--- src/rtl/fetch_pc_queue_pkg.sv ---
// -----------------------------------------------------------------------------
// fetch_pc_queue_pkg
// Shared constants for the instruction-fetch front end:
//   ADDR_BUS / DATA_BUS  default PC and instruction widths
//   INIT_PC_DEFAULT      first fetch address after reset
//   PC_STEP              byte distance between sequential instructions
//   ptr_width()          width of a queue pointer that can tell full from empty
// -----------------------------------------------------------------------------
package fetch_pc_queue_pkg;

    localparam int ADDR_BUS = 32;
    localparam int DATA_BUS = 32;

    localparam logic [ADDR_BUS-1:0] INIT_PC_DEFAULT = 32'h0000_1000;

    localparam int PC_STEP = 4;

    // One extra bit above the index lets (a - b) range over 0..depth.
    function automatic int ptr_width(input int depth);
        return $clog2(depth) + 1;
    endfunction

endpackage

--- src/rtl/fetch_pc_queue_queue.sv ---
// -----------------------------------------------------------------------------
// fetch_queue
// In-order buffer of fetch entries {pc, inst, filled}.
//   clear      drop every entry (pointers equal, filled bits cleared)
//   alloc      append an entry at the tail with pc = alloc_pc, unfilled
//   fill       write fill_inst into the oldest unfilled entry
//   pop        retire the head entry
//   count      allocated entries not yet popped
//   unfilled   allocated entries still waiting for their instruction
//   head_*     contents of the head entry (meaningful only when count > 0)
// -----------------------------------------------------------------------------
module fetch_queue
    import fetch_pc_queue_pkg::*;
#(
    parameter  int ADDR_WIDTH = ADDR_BUS,
    parameter  int DATA_WIDTH = DATA_BUS,
    parameter  int DEPTH      = 4,
    localparam int PW         = ptr_width(DEPTH)
) (
    input  logic                  clk,
    input  logic                  rst,
    input  logic                  clear,
    input  logic                  alloc,
    input  logic [ADDR_WIDTH-1:0] alloc_pc,
    input  logic                  fill,
    input  logic [DATA_WIDTH-1:0] fill_inst,
    input  logic                  pop,
    output logic [PW-1:0]         count,
    output logic [PW-1:0]         unfilled,
    output logic [ADDR_WIDTH-1:0] head_pc,
    output logic [DATA_WIDTH-1:0] head_inst,
    output logic                  head_filled
);

    localparam int IW = $clog2(DEPTH);

    logic [ADDR_WIDTH-1:0] pc_mem   [DEPTH];
    logic [DATA_WIDTH-1:0] inst_mem [DEPTH];
    logic [DEPTH-1:0]      filled;
    logic [PW-1:0]         alloc_ptr;
    logic [PW-1:0]         fill_ptr;
    logic [PW-1:0]         head_ptr;

    // NOTE: the payload arrays carry no reset; the pointers and filled bits
    // alone decide which entries are live, so stale payload is never seen.
    always_ff @(posedge clk) begin
        if (alloc) pc_mem[alloc_ptr[IW-1:0]]  <= alloc_pc;
        if (fill)  inst_mem[fill_ptr[IW-1:0]] <= fill_inst;
    end

    // NOTE: all state uses non-blocking assignment so every update in this
    // block sees the pre-edge pointer values, independent of statement order.
    always_ff @(posedge clk) begin
        if (rst || clear) begin
            alloc_ptr <= '0;
            fill_ptr  <= '0;
            head_ptr  <= '0;
            filled    <= '0;
        end else begin
            // alloc, fill and pop always address three different entries:
            // fill targets an already-allocated slot, pop needs a filled one.
            if (alloc) begin
                alloc_ptr                   <= alloc_ptr + PW'(1);
                filled[alloc_ptr[IW-1:0]]   <= 1'b0;
            end
            if (fill) begin
                fill_ptr                    <= fill_ptr + PW'(1);
                filled[fill_ptr[IW-1:0]]    <= 1'b1;
            end
            if (pop) begin
                head_ptr                    <= head_ptr + PW'(1);
            end
        end
    end

    assign count       = alloc_ptr - head_ptr;
    assign unfilled    = alloc_ptr - fill_ptr;
    assign head_pc     = pc_mem[head_ptr[IW-1:0]];
    assign head_inst   = inst_mem[head_ptr[IW-1:0]];
    assign head_filled = filled[head_ptr[IW-1:0]];

endmodule

--- src/rtl/fetch_pc_queue.sv ---
// -----------------------------------------------------------------------------
// fetch_pc_queue
// Instruction-fetch front end between the instruction ROM and ID.
//   clk, rst                          clock, synchronous active-high reset
//   flush, exc_pc                     exception redirect (highest priority)
//   branch_flag, branch_addr          branch redirect from ID
//   rom_req, rom_gnt, rom_addr        pipelined request handshake to the ROM
//   rom_rvalid, rom_rdata             in-order ROM responses (latency >= 1)
//   id_valid, id_ready, id_pc, id_inst  head of the fetch queue towards ID
// Requests are limited so that queued entries plus responses still to be
// dropped never exceed DEPTH. A redirect empties the queue and remembers how
// many in-flight responses belong to the abandoned path (drop_cnt).
// -----------------------------------------------------------------------------
module fetch_pc_queue
    import fetch_pc_queue_pkg::*;
#(
    parameter int                    ADDR_WIDTH = ADDR_BUS,
    parameter int                    DATA_WIDTH = DATA_BUS,
    parameter logic [ADDR_WIDTH-1:0] INIT_PC    = ADDR_WIDTH'(INIT_PC_DEFAULT),
    parameter int                    DEPTH      = 4
) (
    input  logic                  clk,
    input  logic                  rst,
    input  logic                  flush,
    input  logic [ADDR_WIDTH-1:0] exc_pc,
    input  logic                  branch_flag,
    input  logic [ADDR_WIDTH-1:0] branch_addr,
    output logic                  rom_req,
    input  logic                  rom_gnt,
    output logic [ADDR_WIDTH-1:0] rom_addr,
    input  logic                  rom_rvalid,
    input  logic [DATA_WIDTH-1:0] rom_rdata,
    output logic                  id_valid,
    input  logic                  id_ready,
    output logic [ADDR_WIDTH-1:0] id_pc,
    output logic [DATA_WIDTH-1:0] id_inst
);

    localparam int PW  = ptr_width(DEPTH);
    localparam int PW1 = PW + 1;

    logic [ADDR_WIDTH-1:0] fetch_pc;
    logic [PW-1:0]         drop_cnt;
    logic [PW-1:0]         count;
    logic [PW-1:0]         unfilled;
    logic [PW-1:0]         drop_next;
    logic [PW:0]           in_flight;
    logic [ADDR_WIDTH-1:0] target;
    logic                  redirect;
    logic                  issue;
    logic                  fill;
    logic                  pop;
    logic                  head_filled;

    assign redirect  = flush | branch_flag;
    assign target    = flush ? exc_pc : branch_addr;

    // Queued entries plus abandoned responses bound the outstanding requests.
    assign in_flight = {1'b0, count} + {1'b0, drop_cnt};
    assign rom_req   = !rst && !redirect && (in_flight < PW1'(DEPTH));
    assign rom_addr  = fetch_pc;
    assign issue     = rom_req && rom_gnt;

    // A response only fills the queue when nothing is pending to be dropped.
    assign fill      = rom_rvalid && (drop_cnt == '0) && !redirect && !rst;
    assign pop       = id_valid && id_ready && !redirect;

    // Every unfilled entry still has a response on its way; the one arriving
    // this cycle (stale or not) is consumed right now.
    assign drop_next = drop_cnt + unfilled - PW'(rom_rvalid);

    always_ff @(posedge clk) begin
        if (rst) begin
            fetch_pc <= INIT_PC;
            drop_cnt <= '0;
        end else if (redirect) begin
            fetch_pc <= target;
            drop_cnt <= drop_next;
        end else begin
            if (issue) fetch_pc <= fetch_pc + ADDR_WIDTH'(PC_STEP);
            if (rom_rvalid && (drop_cnt != '0)) drop_cnt <= drop_cnt - PW'(1);
        end
    end

    fetch_queue #(
        .ADDR_WIDTH (ADDR_WIDTH),
        .DATA_WIDTH (DATA_WIDTH),
        .DEPTH      (DEPTH)
    ) u_queue (
        .clk         (clk),
        .rst         (rst),
        .clear       (redirect),
        .alloc       (issue),
        .alloc_pc    (fetch_pc),
        .fill        (fill),
        .fill_inst   (rom_rdata),
        .pop         (pop),
        .count       (count),
        .unfilled    (unfilled),
        .head_pc     (id_pc),
        .head_inst   (id_inst),
        .head_filled (head_filled)
    );

    assign id_valid = !rst && (count != '0) && head_filled;

endmodule

--- config.mk ---
export PLATFORM = sky130hd
export DESIGN_NAME = fetch_pc_queue
export DESIGN_NICKNAME = d
export VERILOG_FILES = /design/src/rtl/fetch_pc_queue_pkg.sv /design/src/rtl/fetch_pc_queue_queue.sv /design/src/rtl/fetch_pc_queue.sv
export SDC_FILE = /design/constraint.sdc
export NUM_CORES = 1
export LEC_CHECK = 0
export CORE_ASPECT_RATIO = 0.9
export CORE_MARGIN = 2
export CORE_UTILIZATION = 35
export DETAILED_ROUTE_END_ITERATION = 12
export SLEW_MARGIN = 10
export SYNTH_ARGS = -nofsm -noshare
export SYNTH_HDL_FRONTEND = slang
export SYNTH_SLANG_ARGS = --single-unit
--- constraint.sdc ---
create_clock -name clk -period 3.3 [get_ports clk]
set_clock_uncertainty 0.05 [all_clocks]
set_input_delay 0.66 -clock clk [delete_from_list [all_inputs] [get_ports clk]]
set_output_delay 0.66 -clock clk [all_outputs]
set_load 0.02 [all_outputs]
==> Word-level counts from Yosys, hierarchy flattened <==
Memories as Yosys holds them, arrays and structs flattened. A register that Yosys moved wholly into a read port is not among the register bits.
Cells that the tools add are included.
{ "word_totals": {"reg_bits": 48, "ram_bits": 256, "in_bits": 103, "out_inout_bits": 98, "elab_cells": 71, "n_memories": 2} }
{ "memory_table": {"columns": ["name", "depth", "width", "read_ports", "rd_ports_with_merged_regs", "write_ports", "line_no", "source"], "rows": [
  ["u_queue.inst_mem", 4, 32, 1, 1, 1, "fetch_pc_queue_queue.sv:38", "logic [DATA_WIDTH-1:0] inst_mem [DEPTH];"],
  ["u_queue.pc_mem", 4, 32, 1, 1, 1, "fetch_pc_queue_queue.sv:37", "logic [ADDR_WIDTH-1:0] pc_mem [DEPTH];"]
]} }
{ "classes": {"add_sub_neg": 10, "n_lt_le_gt_ge": 6, "n_mux": 22, "n_bitwise": 4, "n_reduce_logical": 21} }
{ "ops": {"columns": ["op", "count"], "rows": [
  ["32-bit 2-to-1 mux", 3],
  ["32-bit by 3-bit adder with 32-bit output (second input constant)", 1],
  ["1-bit logical AND", 13],
  ["4-bit 2-to-1 mux", 3],
  ["3-bit by 1-bit adder with 3-bit output (second input constant)", 3],
  ["2-bit by 3-bit < comparator with 1-bit output (second input constant)", 3],
  ["2-bit 2-to-1 mux", 4],
  ["1-bit 2-to-1 mux", 7],
  ["3-bit 2-to-1 mux", 2],
  ["3-bit nonzero test", 2],
  ["3-bit subtractor", 2],
  ["3-bit by 3-bit adder with 4-bit output", 1],
  ["4-bit bitwise AND", 1],
  ["1-bit demux with 2-bit select", 2],
  ["2-bit by 1-bit greater-or-equal comparator with 1-bit output (second input constant)", 2],
  ["4-bit by 3-bit < comparator with 1-bit output (second input constant)", 1],
  ["4-bit NOT", 1],
  ["4-bit bitwise OR", 1],
  ["2-bit nonzero test", 2],
  ["3-bit adder", 1],
  ["3-bit zero test", 1],
  ["3-bit by 1-bit subtractor with 3-bit output", 1],
  ["3-bit by 1-bit subtractor with 3-bit output (second input constant)", 1],
  ["1-bit binary-select mux with 2-bit select", 1],
  ["3 further kinds", 4]
]} }

==> Logic depth before layout (Yosys ltp) <==
Gate-level depths: netlist of run 1.
{ "depth": {"word_depth": 10, "depth_mapped": 13, "mapped_depth_nobuf": 13} }

==> Modules after synthesis <==
A second synthesis of run 1 with hierarchy kept.
{ "hier_totals": {"cells_unflattened": 767, "hier_area_um2": 12722.2} }
{ "modules_own_cells": {"columns": ["module", "instances", "cells_per_inst", "area_each_um2", "seq_area_each_um2"], "rows": [
  ["fetch_queue", 1, 417, 10163.5, 7987.7],
  ["fetch_pc_queue", 1, 350, 2558.7, 700.7]
]} }

==> Least setup slack after synthesis of run 1 <==
Ideal clock, no wire load.
{ "synth_path": {"path_type": "reg2reg", "from": "reg u_queue.alloc_ptr[0]", "to": "mem u_queue.pc_mem[2][0] in the netlist's numbering (enable)", "setup_time_ps": 393, "t_arrival_ps": 3188, "required_ps": 2857, "slack_ps": -331, "path_stages_with_launch": 10, "path_buffers": 0, "synth_period_minus_slack_ps": 3631, "path_cell_list": "dfxtp_1 inv_1 ha_1 inv_1 fa_1 xnor3_1 ha_1 or3_4 nor4_4 and2_1"} }
{ "synth_between": {"elab_chain_cells": 7} }
{ "synth_lines": {"columns": ["item", "line_no", "source"], "rows": [
  ["from (decl)", "fetch_pc_queue_queue.sv:40", "logic [PW-1:0] alloc_ptr;"],
  ["from (signal assigned)", "fetch_pc_queue_queue.sv:63", "alloc_ptr <= alloc_ptr + PW'(1);"],
  ["3-bit subtractor", "fetch_pc_queue_queue.sv:76", "assign count = alloc_ptr - head_ptr;"],
  ["3-bit by 3-bit adder with 4-bit output", "fetch_pc_queue.sv:59", "assign in_flight = {1'b0, count} + {1'b0, drop_cnt};"],
  ["4-bit by 3-bit < comparator with 1-bit output", "fetch_pc_queue.sv:60", "assign rom_req = !rst && !redirect && (in_flight < PW1'(DEPTH));"],
  ["1-bit logical AND", "fetch_pc_queue.sv:60", null],
  ["1-bit logical AND", "fetch_pc_queue.sv:62", "assign issue = rom_req && rom_gnt;"],
  ["1-bit 2-to-1 mux", "fetch_pc_queue_queue.sv:47", "if (alloc) pc_mem[alloc_ptr[IW-1:0]] <= alloc_pc;"],
  ["1-bit 2-to-1 mux (implied by the code)", "fetch_pc_queue_queue.sv:47", null],
  ["to (decl)", "fetch_pc_queue_queue.sv:37", null]
]} }
Parallel ways exist; a longest one is shown, timed or not.

==> Final worst setup path of run 1 <==
{ "layout_path": {"from": "reg u_queue.alloc_ptr[0]", "to": "out rom_req"} }
{ "layout_between": {"elab_chain_cells": 4} }
{ "layout_lines": {"columns": ["item", "line_no", "source"], "rows": [
  ["3-bit subtractor", "fetch_pc_queue_queue.sv:76", null],
  ["3-bit by 3-bit adder with 4-bit output", "fetch_pc_queue.sv:59", null],
  ["4-bit by 3-bit < comparator with 1-bit output", "fetch_pc_queue.sv:60", null],
  ["1-bit logical AND", "fetch_pc_queue.sv:60", null],
  ["to (decl)", "fetch_pc_queue.sv:28", "output logic rom_req,"]
]} }
Every way passes these cells.

==> results of run 1 <==
## layer usage
metal  GRT usage, %  wire length (µm)
met5              0                 0
met4          5.080               771
met3          3.234              1823
met2          26.94             15060
met1          22.34             13380
## final cells by class
type / instances / area (µm²)
clock buffers: 46 / 872.1
well taps: 469 / 586.8
diodes: 2 / 5.005
fillers: 3021 / 18560
inverters: 22 / 86.33
multi-input cells: 360 / 3608
repair buffers: 253 / 2621
flip-flops and latches: 306 / 8697
clock inverters: 11 / 100.1
## worst max-delay path by stage
stage	endpoint	start	cells after the start	slack [ns]
floorplan	u_queue.pc_mem[0][0]$_DFFE_PP_	u_queue.alloc_ptr[0]$_SDFFE_PP0N_	9	0.0002
detailed placement	drop_cnt[2]$_SDFFE_PP0P_	rom_rvalid	14	-0.35
global route	rom_req	u_queue.alloc_ptr[0]$_SDFFE_PP0N_	9	-0.1
CTS	rom_req	u_queue.alloc_ptr[0]$_SDFFE_PP0N_	9	-0.12
global placement	drop_cnt[2]$_SDFFE_PP0P_	rom_rvalid	14	-0.30
finish	rom_req	u_queue.alloc_ptr[0]$_SDFFE_PP0N_	9	-0.01
## placed cells by master, fill, tap and decap left out, drive strengths merged, types with 2 or more instances in the layout
cell type	Yosys	layout
edfxtp	256	256
clkdlybuf4s50	0	198
mux4	65	65
buf	14	54
dfxtp	50	50
clkbuf	20	46
nand2	34	34
nor2	24	24
inv	22	21
xnor2	20	20
o21ai	19	19
a211oi	18	18
nor3	17	17
ha	16	16
nand3	15	15
a21oi	14	14
a22oi	14	14
o22ai	14	14
nand4	12	12
clkinv	0	9
and2	8	8
nor4	7	7
mux2i	6	6
xor2	6	6
and4	6	6
fa	5	5
or3	4	4
o21bai	3	3
nor2b	3	3
a221oi	3	3
diode	0	2
nand3b	2	2
o311a	2	2
a21o	2	2
o311ai	2	2
o31ai	2	2
nor3b	2	2
o31a	2	2
bufinv	0	2
## flip-flops by register name, indices dropped and copies added (netlist names), named ones only
name               count
u_queue.head_ptr       3
u_queue.inst_mem     128
u_queue.alloc_ptr      3
drop_cnt               3
u_queue.filled         4
rom_addr              32
u_queue.fill_ptr       3
u_queue.pc_mem       128
## power by group
group / total, mW / leakage [nW] / switching [mW] / internal, mW
Sequential: 4.38 / 2.74 / 0.116 / 4.27
Combinational: 0.831 / 2.13 / 0.416 / 0.415
Clock: 3.35 / 0.478 / 1.38 / 1.96
## through the flow
stage          hold slack [ns]  instance area (µm²)
6_report                0.4010                16580
5_1_grt                 0.4412                16580
4_1_cts                 0.4054                16570
3_5_place_dp            0.3972                15530
3_3_place_gp            0.3920                15530
2_1_floorplan           0.3786                12500
## cell families (layout without fill, tap and decap cells)
family / after synthesis / count (layout)
fa+ha+maj: 21 / 21
mux: 72 / 72
xor+xnor: 27 / 27
other cells: 0 / 2
buf+inv: 56 / 332
compound gates: 99 / 99
flops: 306 / 306
simple gates: 141 / 141
## critical path: cells and delay by family, from the launching register on
| family | cells | cell delay, ns |
|---|---|---|
| xor+xnor | 1 | 0.27 |
| flops | 1 | 0.32 |
| fa+ha+maj | 3 | 0.70 |
| buf+inv | 3 | 0.26 |
| simple gates | 2 | 0.51 |
## what timing repair did
action / 4_1_cts / 5_1_grt
buffers inserted: 4 / 0
pin swaps: 2 / 1
gates resized for setup: 11 / 2
endpoints found under the setup margin: 5 / 2
==> qor.log, run 1 <==
[setup_path] r2r startpoint u_queue.alloc_ptr[0]$_SDFFE_PP0N_
[logic_synthesis] Seq cells post-synth 306
[hold_path] worst min path class reg -> reg
[placed_design] placed insts 1406
[timing] clock period minus final worst setup slack 3.310 ns
[power_and_ir_drop] Final Power 8.563 mW
[timing] smallest setup slack after layout -0.009927 ns
[logic_synthesis] synthesized cell area 12490 µm²
[power_and_ir_drop] power density over cell area 516.5 nW/µm²
[logic_synthesis] post-synth top area cell sky130_fd_sc_hd__edfxtp_1
[timing] final hold viol count 0
[timing] Max-slew headroom 63.86%
[cells_and_area] final cell count without fillers 1469
[setup_path] largest stage delay on the critical path 0.39 ns
[power_and_ir_drop] leakage power total 5.352 nW
[detailed_routing] routed via count divided by cell count 5.100
[detailed_routing] via total after detailed routing 7492
[global_routing] global-route wire length before repair 46.66 mm
[status] result of the run complete, but fails checks
[setup_path] worst-case reg-to-reg path depth 13
[timing] final setup fails 1
[clock_network] maximum count of clock buffers along a single path 3
[timing] pins over their slew limit 0
[logic_synthesis] basic-gate share of the synthesized area counting and, or, nand and nor cells 6.569%
[setup_path] Max stage delay cell, worst path sky130_fd_sc_hd__or3_4
[clock_network] later-pin clock latency in the skew report 0.56 ns
[die] starting utilization of the core area 35.56%
[logic_synthesis] dominant cell by count in the synthesized netlist sky130_fd_sc_hd__edfxtp_1
[global_routing] GRT Residual Overflow 0
[timing] period utilization 100.3%
[clock_network] Root Buffer sky130_fd_sc_hd__clkbuf_16
[logic_synthesis] proportion of synthesized chip area in sequential cells 69.54%
[clock_network] clock tree from TritonCTS built
[detailed_routing] final routed DRC violation total 0
[setup_path] register-to-register setup slack 0.17 ns
[detailed_routing] average wire per standard cell 21.13 µm
[die] die height 183.2 µm
[logic_synthesis] Post-synth EDFFs 256
[logic_synthesis] share of the synthesized area in the top cell type 61.53%
[logic_synthesis] number of nets produced by synthesis 846
[placed_design] hpwl dp 21.17 mm
[global_routing] vias in the first global route 7591
[logic_synthesis] Post-Synth XOR/XNOR Area 2.003%
[hold_path] worst min-delay path startpoint u_queue.filled[1]$_SDFF_PP0_
[placed_design] port buffer count 200
[detailed_routing] wire length reported by the detailed router 31.04 mm
[die] die extent in x 203.2 µm
[cells_and_area] post-layout util 47.18%
[hold_path] Worst Hold Endpoint u_queue.filled[1]$_SDFF_PP0_
[cells_and_area] post-layout net count 1098
[clock_network] number of buffers inserted by hold repair at cts 0
[logic_synthesis] async set or reset register ratio after synthesis 0%
[setup_path] worst-path maximum fanout 2
[logic_synthesis] distinct cell type count after synthesis 58
[timing] highest achievable clock rate 302.1 MHz
[logic_synthesis] most common flop cell mapped by yosys sky130_fd_sc_hd__edfxtp_1
[timing] Fin Setup TNS -0.009927 ns
[global_routing] largest net degree at the start of global routing 34
[cells_and_area] Area Growth Syn to Fin 32.68%
[flow_run] number of maximum-capacitance constraint violations 0
[setup_path] WP data arrival 2.60 ns
[logic_synthesis] number of synthesis warnings 0
[logic_synthesis] portion of netlist area occupied by mux cells 12.29%
[global_routing] global router's overall resource usage 16.49%
[setup_path] Critical Setup Path Class reg -> out
[logic_synthesis] post-synthesis compound-gate area fraction 5.388%
[cells_and_area] share of layout cells above drive strength 1 19.34%
[global_routing] initial antenna violation count 2
[timing] transition time of the tightest slew-check pin 0.5406 ns
[setup_path] Setup crit end kind output port
[hold_path] number of cells traversed by the worst hold path 2
[placed_design] pre-CTS setup slack -0.3506 ns
[logic_synthesis] synthesized area per cell 17.31 µm²
[placed_design] Placer Congestion 0.8108
[detailed_routing] number of violations reported at the end of detailed-routing iteration 0 593
[setup_path] Reg2Reg Capture Point rom_addr[28]$_SDFFE_PP0P_
[die] IO Count 201
[detailed_routing] detailed-routing iteration count for the pre-antenna-repair pass 5
[setup_path] sort of element at the start of the critical path flip-flop
[die] Die Outline Area 37230 µm²
[logic_synthesis] largest cells by area after synthesis sky130_fd_sc_hd__edfxtp_1 62%, sky130_fd_sc_hd__mux4_2 12%, sky130_fd_sc_hd__dfxtp_1 8.0%
[clock_network] H-Tree Level Count 1
[status] violated checks negative setup slack
[detailed_routing] final antenna-violating net count 0
[die] number of placement rows 65
[clock_network] CTS sink count 306
[logic_synthesis] leading cell types by count after synthesis 256 x sky130_fd_sc_hd__edfxtp_1, 65 x sky130_fd_sc_hd__mux4_2, 50 x sky130_fd_sc_hd__dfxtp_1
[logic_synthesis] area share of fa/ha/maj cells after synthesis 2.403%
[die] Floorplan Core Area 35130 µm²
[logic_synthesis] Synth Instances 722
[clock_network] CTS Buf Count 31
[power_and_ir_drop] worst IR drop on VDD 355.8 µV
[setup_path] critical path required time 2.59 ns
[logic_synthesis] main combinational cell family by area after synthesis multiplexers
[clock_network] clock transition at the registers of the reported paths 0.06 ns
[setup_path] crit path cell chain inv_2, ha_1, inv_1, fa_2, xnor3_2, ha_4, or3_4, nor3_2, buf_4
[timing] unrepaired setup endpoints after global routing true
Note: power is estimated with default switching activity, not from simulation.
==> inputs of run 2 (changes only) <==
--- a/config.mk
+++ b/config.mk
@@ -9,6 +9,7 @@
 export CORE_MARGIN = 2
 export CORE_UTILIZATION = 35
 export DETAILED_ROUTE_END_ITERATION = 12
+export GPL_TIMING_DRIVEN = 0
 export SLEW_MARGIN = 10
 export SYNTH_ARGS = -nofsm -noshare
 export SYNTH_HDL_FRONTEND = slang
==> run 2 against run 1 <==
Against the previous run:
- the run still ends with negative setup slack left
- design area rose by 0.69%
- critical path type unchanged
- utilization increased by 0.33 points
- sequential cell count unchanged
==> qor.log, run 2 (same netlist as run 1, synthesis figures left out) <==
[die] starting utilization of the core area 35.56%
[timing] period utilization 102.3%
[cells_and_area] top library cells by usage in the layout, fill and taps aside 256 x sky130_fd_sc_hd__edfxtp_1, 196 x sky130_fd_sc_hd__clkdlybuf4s50_1, 65 x sky130_fd_sc_hd__mux4_2
[die] die extent in x 203.2 µm
[die] Die Outline Area 37230 µm²
[placed_design] placed insts 1393
[timing] highest achievable clock rate 296.3 MHz
[timing] unrepaired setup endpoints after global routing true
[cells_and_area] share of layout cells above drive strength 1 20.40%
[global_routing] global-route wire length before repair 47.25 mm
[timing] Max-slew headroom 44.50%
[clock_network] CTS Buf Count 34
[global_routing] largest net degree at the start of global routing 34
[setup_path] worst-path maximum fanout 4
[timing] final hold viol count 0
[setup_path] most frequent CP cell sky130_fd_sc_hd__ha_4
[clock_network] clock transition at the registers of the reported paths 0.06 ns
[setup_path] critical path required time 2.59 ns
[cells_and_area] post-layout util 47.51%
[placed_design] port buffer count 199
[clock_network] maximum count of clock buffers along a single path 3
[detailed_routing] final antenna-violating net count 0
[timing] Fin Setup TNS -0.07518 ns
[cells_and_area] Area Growth Syn to Fin 33.60%
[timing] transition time of the tightest slew-check pin 0.8312 ns
[global_routing] initial antenna violation count 2
[setup_path] crit path cell chain inv_4, ha_4, inv_2, fa_2, xnor3_2, ha_4, or3_4, nor3_4, buf_6
[power_and_ir_drop] worst IR drop on VDD 298.9 µV
[die] IO Count 201
[clock_network] number of buffers inserted by hold repair at cts 0
[setup_path] WP data arrival 2.67 ns
[detailed_routing] routed via count divided by cell count 5.125
[detailed_routing] via total after detailed routing 7590
[detailed_routing] wire length reported by the detailed router 32.36 mm
[timing] smallest setup slack after layout -0.07518 ns
[clock_network] CTS sink count 306
[clock_network] H-Tree Level Count 2
[timing] pins over their slew limit 0
[detailed_routing] final routed DRC violation total 0
[timing] final setup fails 1
[die] Floorplan Core Area 35130 µm²
[die] die height 183.2 µm
[detailed_routing] detailed-routing iteration count for the pre-antenna-repair pass 5
[status] result of the run complete, but fails checks
[global_routing] vias in the first global route 7633
[timing] hold slack final 0.4016 ns
[clock_network] Root Buffer sky130_fd_sc_hd__clkbuf_16
[global_routing] GRT Residual Overflow 0
[cells_and_area] final cell count without fillers 1481
[setup_path] Critical Setup Path Class reg -> out
[setup_path] Setup crit end kind output port
[hold_path] worst min path class reg -> reg
[detailed_routing] average wire per standard cell 21.85 µm
[timing] clock period minus final worst setup slack 3.375 ns
[placed_design] post-detailed-placement cell area 15170 µm²
[status] violated checks negative setup slack
[placed_design] Placer Congestion 0.8570
[detailed_routing] number of violations reported at the end of detailed-routing iteration 0 589
[die] number of placement rows 65
[cells_and_area] number of fill cells in the layout 3076
[cells_and_area] commonest non-fill, non-tap cell in the layout sky130_fd_sc_hd__edfxtp_1
[cells_and_area] post-layout net count 1109
[clock_network] later-pin clock latency in the skew report 0.51 ns
[setup_path] Max stage delay cell, worst path sky130_fd_sc_hd__or3_4
[global_routing] global router's overall resource usage 16.88%
[setup_path] largest stage delay on the critical path 0.37 ns
[flow_run] number of maximum-capacitance constraint violations 0
[cells_and_area] post-route design area 16690 µm²
[power_and_ir_drop] power density over cell area 537.1 nW/µm²
[clock_network] clock tree from TritonCTS built
[power_and_ir_drop] leakage power total 5.410 nW
[placed_design] hpwl dp 21.03 mm
[setup_path] sort of element at the start of the critical path flip-flop
run 2: layout make-up:
cell class / count / area, µm² / area share, %
Antenna cell: 2 / 5.005 / 0.02998
Buffer: 32 / 158.9 / 0.9519
Clock buffer: 42 / 890.9 / 5.337
Clock inverter: 19 / 219.0 / 1.312
Inverter: 22 / 88.84 / 0.5322
Multi-Input combinational cell: 363 / 3672 / 22.00
Sequential cell: 306 / 8701 / 52.12
Tap cell: 469 / 586.8 / 3.515
Timing Repair Buffer: 225 / 2362 / 14.15
Timing Repair inverter: 1 / 7.507 / 0.04497
run 2: report_power, final:
part           internal (mW)  switching, mW
Combinational          0.419          0.420
Sequential              4.27          0.114
Clock                   2.25           1.50
run 2: worst paths after layout:
check,startpoint,endpoint,slack [ns],depth (start not counted)
min,u_queue.filled[2]$_SDFF_PP0_,u_queue.filled[2]$_SDFF_PP0_,0.40,2
max,u_queue.alloc_ptr[0]$_SDFFE_PP0N_,rom_req,-0.08,9
min reg2reg,u_queue.filled[2]$_SDFF_PP0_,u_queue.filled[2]$_SDFF_PP0_,0.40,2
max reg2reg,u_queue.alloc_ptr[0]$_SDFFE_PP0N_,u_queue.pc_mem[1][3]$_DFFE_PP_,0.18,10
run 2: critical path, delay by kind of cell, from the launching register on:
kind / cells / cell delay (ns)
fa+ha+maj: 3 / 0.69
simple gates: 2 / 0.56
flops: 1 / 0.36
xor+xnor: 1 / 0.27
buf+inv: 3 / 0.26
run 2: stage by stage:
step / worst slack, ns / power [mW]
floorplan: 0.0002409 / 4.854
global placement: -0.6362 / 5.244
detailed placement: -0.6399 / 5.253
CTS: -0.1292 / 9.027
global route: -0.1352 / 9.274
finish: -0.07518 / 8.966
run 2: per-layer routing:
| layer | vias to the layer above | wire length [µm] | global-route usage (%) |
|---|---|---|---|
| met2 | 216 | 15610 | 27.44 |
| met1 | 3879 | 14470 | 23.22 |
| met5 | - | 0 | 0 |
| met3 | 47 | 1654 | 2.985 |
| met4 | 0 | 620 | 5.197 |
| li1 | 3448 | - | - |
run 2: timing repair:
| action | 4_1_cts | 5_1_grt |
|---|---|---|
| resized for setup | 32 | 19 |
| pin swaps | 3 | 7 |
| buffers inserted | 9 | 15 |
| cloned | 1 | 3 |
| endpoints found under the setup margin | 204 | 150 |
